## src/rtl/pooling_layer_controller_pkg.sv

```systemverilog
// ---------------------------------------------------------------------------
// pooling_layer_controller_pkg
// Shared constants and types for the pooling layer controller slice.
//   KERNEL_SIZE : pooling window edge, also the samples shifted out per load
//   INPUT_SIZE  : input feature-map edge (a multiple of KERNEL_SIZE)
//   NUM_BLOCKS  : windows per row and number of output rows
//   IDX_W       : width of the block / output-row index ports
//   pool_state_e: controller FSM states
//   idxWidth()  : index width for a counter that runs 0..n-1
// DATA_WIDTH is a macro so that datapath files outside this slice can size
// their buses without importing the package.
// ---------------------------------------------------------------------------
`ifndef DATA_WIDTH
`define DATA_WIDTH 16
`endif

package pooling_layer_controller_pkg;

  localparam int KERNEL_SIZE = 2;
  localparam int INPUT_SIZE  = 6;
  localparam int NUM_BLOCKS  = INPUT_SIZE / KERNEL_SIZE;
  localparam int IDX_W       = 3;

  typedef enum logic [1:0] {
    ST_IDLE  = 2'd0,
    ST_LOAD  = 2'd1,
    ST_SHIFT = 2'd2,
    ST_DONE  = 2'd3
  } pool_state_e;

  // A one-value counter still needs a one-bit port, so clamp to 1.
  function automatic int idxWidth(input int n);
    return (n > 1) ? $clog2(n) : 1;
  endfunction

endpackage

```

## src/rtl/pooling_window_counter.sv

```systemverilog
// ---------------------------------------------------------------------------
// pooling_window_counter
// Nested window position counter: kernel row inside a window, window column
// block inside a row, and output row. Each level wraps to zero and carries
// into the next one.
// Ports:
//   clk, rst    : clock, asynchronous active-high reset
//   clear_i     : force all three counters to zero
//   advance_i   : step to the next kernel row (with carry)
//   krow_o      : kernel row, 0..KERNEL_SIZE-1
//   block_o     : window column block, 0..NUM_BLOCKS-1
//   row_o       : output row, 0..NUM_BLOCKS-1
//   terminal_o  : all three counters sit at their maximum
// ---------------------------------------------------------------------------
module pooling_window_counter
  import pooling_layer_controller_pkg::*;
#(
  parameter int KERNEL_SIZE = pooling_layer_controller_pkg::KERNEL_SIZE,
  parameter int NUM_BLOCKS  = pooling_layer_controller_pkg::NUM_BLOCKS,
  parameter int KROW_W      = pooling_layer_controller_pkg::idxWidth(KERNEL_SIZE)
) (
  input  logic              clk,
  input  logic              rst,
  input  logic              clear_i,
  input  logic              advance_i,
  output logic [KROW_W-1:0] krow_o,
  output logic [IDX_W-1:0]  block_o,
  output logic [IDX_W-1:0]  row_o,
  output logic              terminal_o
);

  logic [KROW_W-1:0] krow_q, krow_d;
  logic [IDX_W-1:0]  block_q, block_d;
  logic [IDX_W-1:0]  row_q, row_d;
  logic              krowLast, blockLast, rowLast;

  // Each level is "at max" independently; the carry chain below only lets a
  // level move when every level beneath it is wrapping.
  always_comb begin
    krowLast  = (krow_q  == KROW_W'(KERNEL_SIZE - 1));
    blockLast = (block_q == IDX_W'(NUM_BLOCKS - 1));
    rowLast   = (row_q   == IDX_W'(NUM_BLOCKS - 1));
  end

  // Next-state for the nested counter. Clear has priority so a new map always
  // starts from the origin even if a previous map was cut short.
  always_comb begin
    krow_d  = krow_q;
    block_d = block_q;
    row_d   = row_q;
    if (clear_i) begin
      krow_d  = '0;
      block_d = '0;
      row_d   = '0;
    end else if (advance_i) begin
      if (krowLast) begin
        krow_d = '0;
        if (blockLast) begin
          block_d = '0;
          row_d   = rowLast ? '0 : row_q + IDX_W'(1);
        end else begin
          block_d = block_q + IDX_W'(1);
        end
      end else begin
        krow_d = krow_q + KROW_W'(1);
      end
    end
  end

  // Counter registers, cleared straight away by reset.
  always_ff @(posedge clk or posedge rst) begin
    if (rst) begin
      krow_q  <= '0;
      block_q <= '0;
      row_q   <= '0;
    end else begin
      krow_q  <= krow_d;
      block_q <= block_d;
      row_q   <= row_d;
    end
  end

  assign krow_o     = krow_q;
  assign block_o    = block_q;
  assign row_o      = row_q;
  assign terminal_o = krowLast & blockLast & rowLast;

endmodule

```

## src/rtl/pooling_layer_controller.sv

```systemverilog
// ---------------------------------------------------------------------------
// pooling_layer_controller
// Sequences one feature map through a shift buffer: load a KERNEL_SIZE-word
// row segment, shift it out over KERNEL_SIZE cycles, step the window position,
// repeat until every window of every output row has been visited.
// Ports:
//   clk, rst        : clock, asynchronous active-high reset
//   start           : single-cycle request to process one map (IDLE only)
//   in_valid        : upstream row segment is present
//   in_ready        : controller accepts a segment this cycle (LOAD)
//   kernel_calc_fin : buffer load strobe, in_valid & in_ready
//   block_idx       : current window column block
//   krow_idx        : kernel row within the window
//   out_row         : current output row
//   sample_valid    : buffer output holds a valid element (SHIFT)
//   sample_first    : first element of the current window
//   sample_last     : last element of the current window
//   busy            : map in progress (LOAD, SHIFT, DONE)
//   done            : one-cycle completion pulse
// ---------------------------------------------------------------------------
module pooling_layer_controller
  import pooling_layer_controller_pkg::*;
#(
  parameter int   KERNEL_SIZE = pooling_layer_controller_pkg::KERNEL_SIZE,
  parameter int   INPUT_SIZE  = pooling_layer_controller_pkg::INPUT_SIZE,
  localparam int  NUM_BLOCKS  = INPUT_SIZE / KERNEL_SIZE,
  localparam int  KROW_W      = pooling_layer_controller_pkg::idxWidth(KERNEL_SIZE)
) (
  input  logic              clk,
  input  logic              rst,
  input  logic              start,
  input  logic              in_valid,
  output logic              in_ready,
  output logic              kernel_calc_fin,
  output logic [IDX_W-1:0]  block_idx,
  output logic [KROW_W-1:0] krow_idx,
  output logic [IDX_W-1:0]  out_row,
  output logic              sample_valid,
  output logic              sample_first,
  output logic              sample_last,
  output logic              busy,
  output logic              done
);

  pool_state_e       state_q;
  logic [KROW_W-1:0] shiftCnt_q;
  logic              inReady_q;
  logic              sampleValid_q;
  logic              busy_q;
  logic              done_q;

  logic              shiftLast;
  logic              mapLast;
  logic              counterClear;
  logic              counterAdvance;

  // The window counters move once per completed shift burst; they are also
  // zeroed when a map is accepted so a map cut short by reset leaves nothing
  // behind.
  always_comb begin
    shiftLast      = (state_q == ST_SHIFT) && (shiftCnt_q == KROW_W'(KERNEL_SIZE - 1));
    counterClear   = (state_q == ST_IDLE) && start;
    counterAdvance = shiftLast;
  end

  pooling_window_counter #(
    .KERNEL_SIZE (KERNEL_SIZE),
    .NUM_BLOCKS  (NUM_BLOCKS),
    .KROW_W      (KROW_W)
  ) u_window_counter (
    .clk        (clk),
    .rst        (rst),
    .clear_i    (counterClear),
    .advance_i  (counterAdvance),
    .krow_o     (krow_idx),
    .block_o    (block_idx),
    .row_o      (out_row),
    .terminal_o (mapLast)
  );

  // Controller FSM. The status flags are registered alongside the state so
  // they change exactly on the transition into the state they describe.
  // mapLast is sampled before the counters wrap, so the final burst is the
  // one that sees every counter at its maximum.
  always_ff @(posedge clk or posedge rst) begin
    if (rst) begin
      state_q       <= ST_IDLE;
      shiftCnt_q    <= '0;
      inReady_q     <= 1'b0;
      sampleValid_q <= 1'b0;
      busy_q        <= 1'b0;
      done_q        <= 1'b0;
    end else begin
      case (state_q)
        ST_IDLE: begin
          if (start) begin
            state_q   <= ST_LOAD;
            inReady_q <= 1'b1;
            busy_q    <= 1'b1;
          end
        end
        ST_LOAD: begin
          if (in_valid) begin
            state_q       <= ST_SHIFT;
            shiftCnt_q    <= '0;
            inReady_q     <= 1'b0;
            sampleValid_q <= 1'b1;
          end
        end
        ST_SHIFT: begin
          if (shiftLast) begin
            shiftCnt_q    <= '0;
            sampleValid_q <= 1'b0;
            if (mapLast) begin
              state_q <= ST_DONE;
              done_q  <= 1'b1;
            end else begin
              state_q   <= ST_LOAD;
              inReady_q <= 1'b1;
            end
          end else begin
            shiftCnt_q <= shiftCnt_q + KROW_W'(1);
          end
        end
        ST_DONE: begin
          state_q <= ST_IDLE;
          done_q  <= 1'b0;
          busy_q  <= 1'b0;
        end
        default: begin
          state_q       <= ST_IDLE;
          inReady_q     <= 1'b0;
          sampleValid_q <= 1'b0;
          busy_q        <= 1'b0;
          done_q        <= 1'b0;
        end
      endcase
    end
  end

  // in_ready is only high in LOAD and sample_valid only in SHIFT, so the load
  // strobe and a valid sample can never coincide.
  assign in_ready        = inReady_q;
  assign kernel_calc_fin = in_valid & inReady_q;
  assign sample_valid    = sampleValid_q;
  assign sample_first    = sampleValid_q && (krow_idx == '0) && (shiftCnt_q == '0);
  assign sample_last     = sampleValid_q && (krow_idx == KROW_W'(KERNEL_SIZE - 1))
                           && (shiftCnt_q == KROW_W'(KERNEL_SIZE - 1));
  assign busy            = busy_q;
  assign done            = done_q;

endmodule

```

## config.mk

```make
export PLATFORM = sky130hd
export DESIGN_NAME = pooling_layer_controller
export DESIGN_NICKNAME = d
export VERILOG_FILES = /design/src/rtl/pooling_layer_controller_pkg.sv /design/src/rtl/pooling_window_counter.sv /design/src/rtl/pooling_layer_controller.sv
export SDC_FILE = /design/constraint.sdc
export NUM_CORES = 1
export LEC_CHECK = 0
export ABC_CLOCK_PERIOD_IN_PS = 1550
export CAP_MARGIN = 15
export CORE_MARGIN = 2
export CORE_UTILIZATION = 53
export DETAILED_ROUTE_END_ITERATION = 8
export DONT_BUFFER_PORTS = 1
export PLACE_DENSITY_LB_ADDON = 0.1
export SLEW_MARGIN = 20
export SYNTH_ARGS = -nofsm -noshare
export SYNTH_HDL_FRONTEND = slang
export SYNTH_SLANG_ARGS = --single-unit
```

## constraint.sdc

```tcl
create_clock -name clk -period 1.55 [get_ports clk]
set_clock_uncertainty 0.15 [all_clocks]
set_input_delay 0.31 -clock clk [delete_from_list [all_inputs] [get_ports clk]]
set_output_delay 0.31 -clock clk [all_outputs]
set_load 0.01 [all_outputs]
```

==> results.json <==
{
  "status": "complete, but fails checks",
  "failed_checks": "setup timing",
  "synth_cells": 77,
  "setup_slack_ns": -0.00898,
  "yosysWarnings": 0,
  "hold_slack_ns": 0.110,
  "antenna_cells": 0,
  "grt_overflow_total": 0,
  "critPathArrivalTime_ns": 1.10,
  "swShare_pct": 36.7,
  "synth_ff_type": "dfrtp_1",
  "async_flop_share_pct": 100,
  "fin_util_pct": 74.2,
  "area_growth_pct": 29.7,
  "p_clk_share_pct": 18.8,
  "power_frac_seq_pct": 40.2,
  "first_global_vias": 600,
  "root_buffer": "clkbuf_4",
  "synth-edff-count": 0,
  "drive_gt1_share_pct": 34.7,
  "drc": 0,
  "crit_required_ns": 1.09,
  "rsz0062_at_grt": "true",
  "layout_commonest_cell": "buf_4",
  "die-width_microns": 41.7,
  "via_per_inst": 5.87,
  "finalCritPeriodShare_pct": 101,
  "synth_area_sq_um": 753,
  "gr-usage-all-layers_pct": 19.7,
  "hpwl_microns": 1180,
  "final_net_count": 100,
  "final_cell_mix": "buf_4 (16), dfrtp_1 (12), nand2_1 (8)",
  "grt_pass1_wl_microns": 2690,
  "wl_per_cell_microns": 15.1,
  "ys_seq_area_share_pct": 46.5,
  "vias": 646,
  "core_sq_mm": 0.00132,
  "power.density_mw_per_mm2": 1400,
  "die-area_sq_mm": 0.00174,
  "p_comb_share_pct": 41.0,
  "finalCriticalPeriod_ns": 1.56,
  "syn-num-nets": 81,
  "path_class": "reg2out",
  "hp-class": "in2reg",
  "htree_levels": 1,
  "cts_buffers": 3,
  "clk_pin_slew_ns": 0.09,
  "clk_path_buf_depth": 2,
  "p_sw_uw": 500,
  "finalPower_mw": 1.36,
  "die_h_microns": 41.7,
  "cts_sinks": 14,
  "clock_latency_ns": 0.27,
  "numPortBuffers": 0,
  "peakVddDrop_mv": 0.782,
  "avgSynthCellArea_sq_um": 9.78,
  "postRouteAntennaNets": 0,
  "max_slew.worst_pin.slew_ns": 0.538,
  "gp_congestion": 0.712,
  "start_util_pct": 57.2,
  "p_int_uw": 864,
  "drtIter0Drc": 14,
  "cts_tree": "yes",
  "rows": 13,
  "ys_types": 33,
  "setup_violations": 1,
  "max_freq_mhz": 641,
  "drv_slew": 0,
  "io_pins": 18,
  "drv_cap": 0,
  "antenna_found_initial": 0,
  "slew_headroom_pct": 64.1,
  "min_path_cells": 2,
  "p_leak_nw": 0.443,
  "drt_pass1_iterations": 4,
  "end_kind": "output port",
  "hold_viol": 0,
  "ys_ff_latch": 14,
  "worst-r2r-cell-count": 4,
  "critPathLaunchType": "register",
  "wirelength_microns": 1660,
  "grt_max_degree": 15,
  "crit_fanout": 5
}
sequential cells by signal (all words and copies together), names as in the netlist:
signal / flops
busy: 1
done: 1
in_ready: 1
sample_valid: 1
shiftCnt_q: 1
state_q: 2
u_window_counter.block_o: 3
u_window_counter.krow_o: 1
u_window_counter.row_o: 3
worst paths after layout:
path | from | endpoint | slack (ns)
min in group asynchronous | rst | u_window_counter.row_o[2]$_DFFE_PP0P_ | 0.37
max in group asynchronous | rst | u_window_counter.block_o[2]$_DFFE_PP0P_ | 0.50
worst min register to register | busy$_DFFE_PP0P_ | busy$_DFFE_PP0P_ | 0.40
worst max register to register | u_window_counter.krow_o$_DFFE_PP0P_ | u_window_counter.row_o[1]$_DFFE_PP0P_ | 0.01
worst max-delay path | u_window_counter.krow_o$_DFFE_PP0P_ | sample_last | -0.009
worst min-delay path | in_valid | sample_valid$_DFFE_PP0P_ | 0.11
power groups by stage:
stage	Sequential, mW	Combinational, mW	Clock (mW)
after floorplan	0.530	0.331	0
after global placement	0.537	0.482	0
after detailed placement	0.543	0.491	0
after CTS	0.538	0.534	0.265
after global routing	0.562	0.608	0.282
final	0.548	0.560	0.256
cell usage after synthesis (2+ instances only):
cell type,instances,area [sq um]
a21oi_1,8,40.0
a311oi_1,2,17.5
clkbuf_1,2,7.51
dfrtp_1,14,350
inv_1,5,18.8
nand2_1,8,30.0
nor2_1,2,7.51
nor2b_1,2,12.5
nor3b_1,3,22.5
o21ai_0,6,30.0
o31ai_1,2,15.0
or4_1,2,15.0
stage by stage:
step	instance area [sq um]	TNS, ns	worst slack [ns]	cells
after floorplan	756	0	0.00242	77
after global placement	862	0	0.0522	102
after detailed placement	862	0	0.0343	102
final	977	-0.00898	-0.00898	110
after CTS	927	0	0.00585	108
after global routing	977	-0.140	-0.0497	110
layout make-up:
type | count | area, sq um
Inverter | 5 | 18.8
Timing Repair Buffer | 18 | 141
Clock buffer | 4 | 36.3
Multi-Input combinational cell | 54 | 409
Fill cell | 99 | 340
Sequential cell | 14 | 353
Tap cell | 15 | 18.8
worst max-delay path, stage by stage, from the launching register on:
cell	delay, ns
dfrtp_1	0.43
buf_4	0.18
and3_2	0.22
per-layer routing:
layer	track usage, %	routed length, microns	vias up
li1	-	-	317
met1	25.1	714	301
met2	32.2	818	26
met3	4.35	112	2
met4	8.39	12	0
met5	0	0	-
kinds of logic after synthesis:
kind of cell	share of synthesized area [%]
muxes	1.33
and+or+nand+nor	26.2
buffers and inverters	4.82
AOI/OAI and AO/OA	19.9
DFF	46.5
xor gates and xnor gates	1.16
repair_timing:
item	CTS	global route
setup buffers	1	2
pin swaps	1	3
setup endpoints to repair	2	5
endpoints found under the hold margin	14	0
hold buffers	1	0
gates resized for setup	2	7
(Power assumes the default switching activity.)
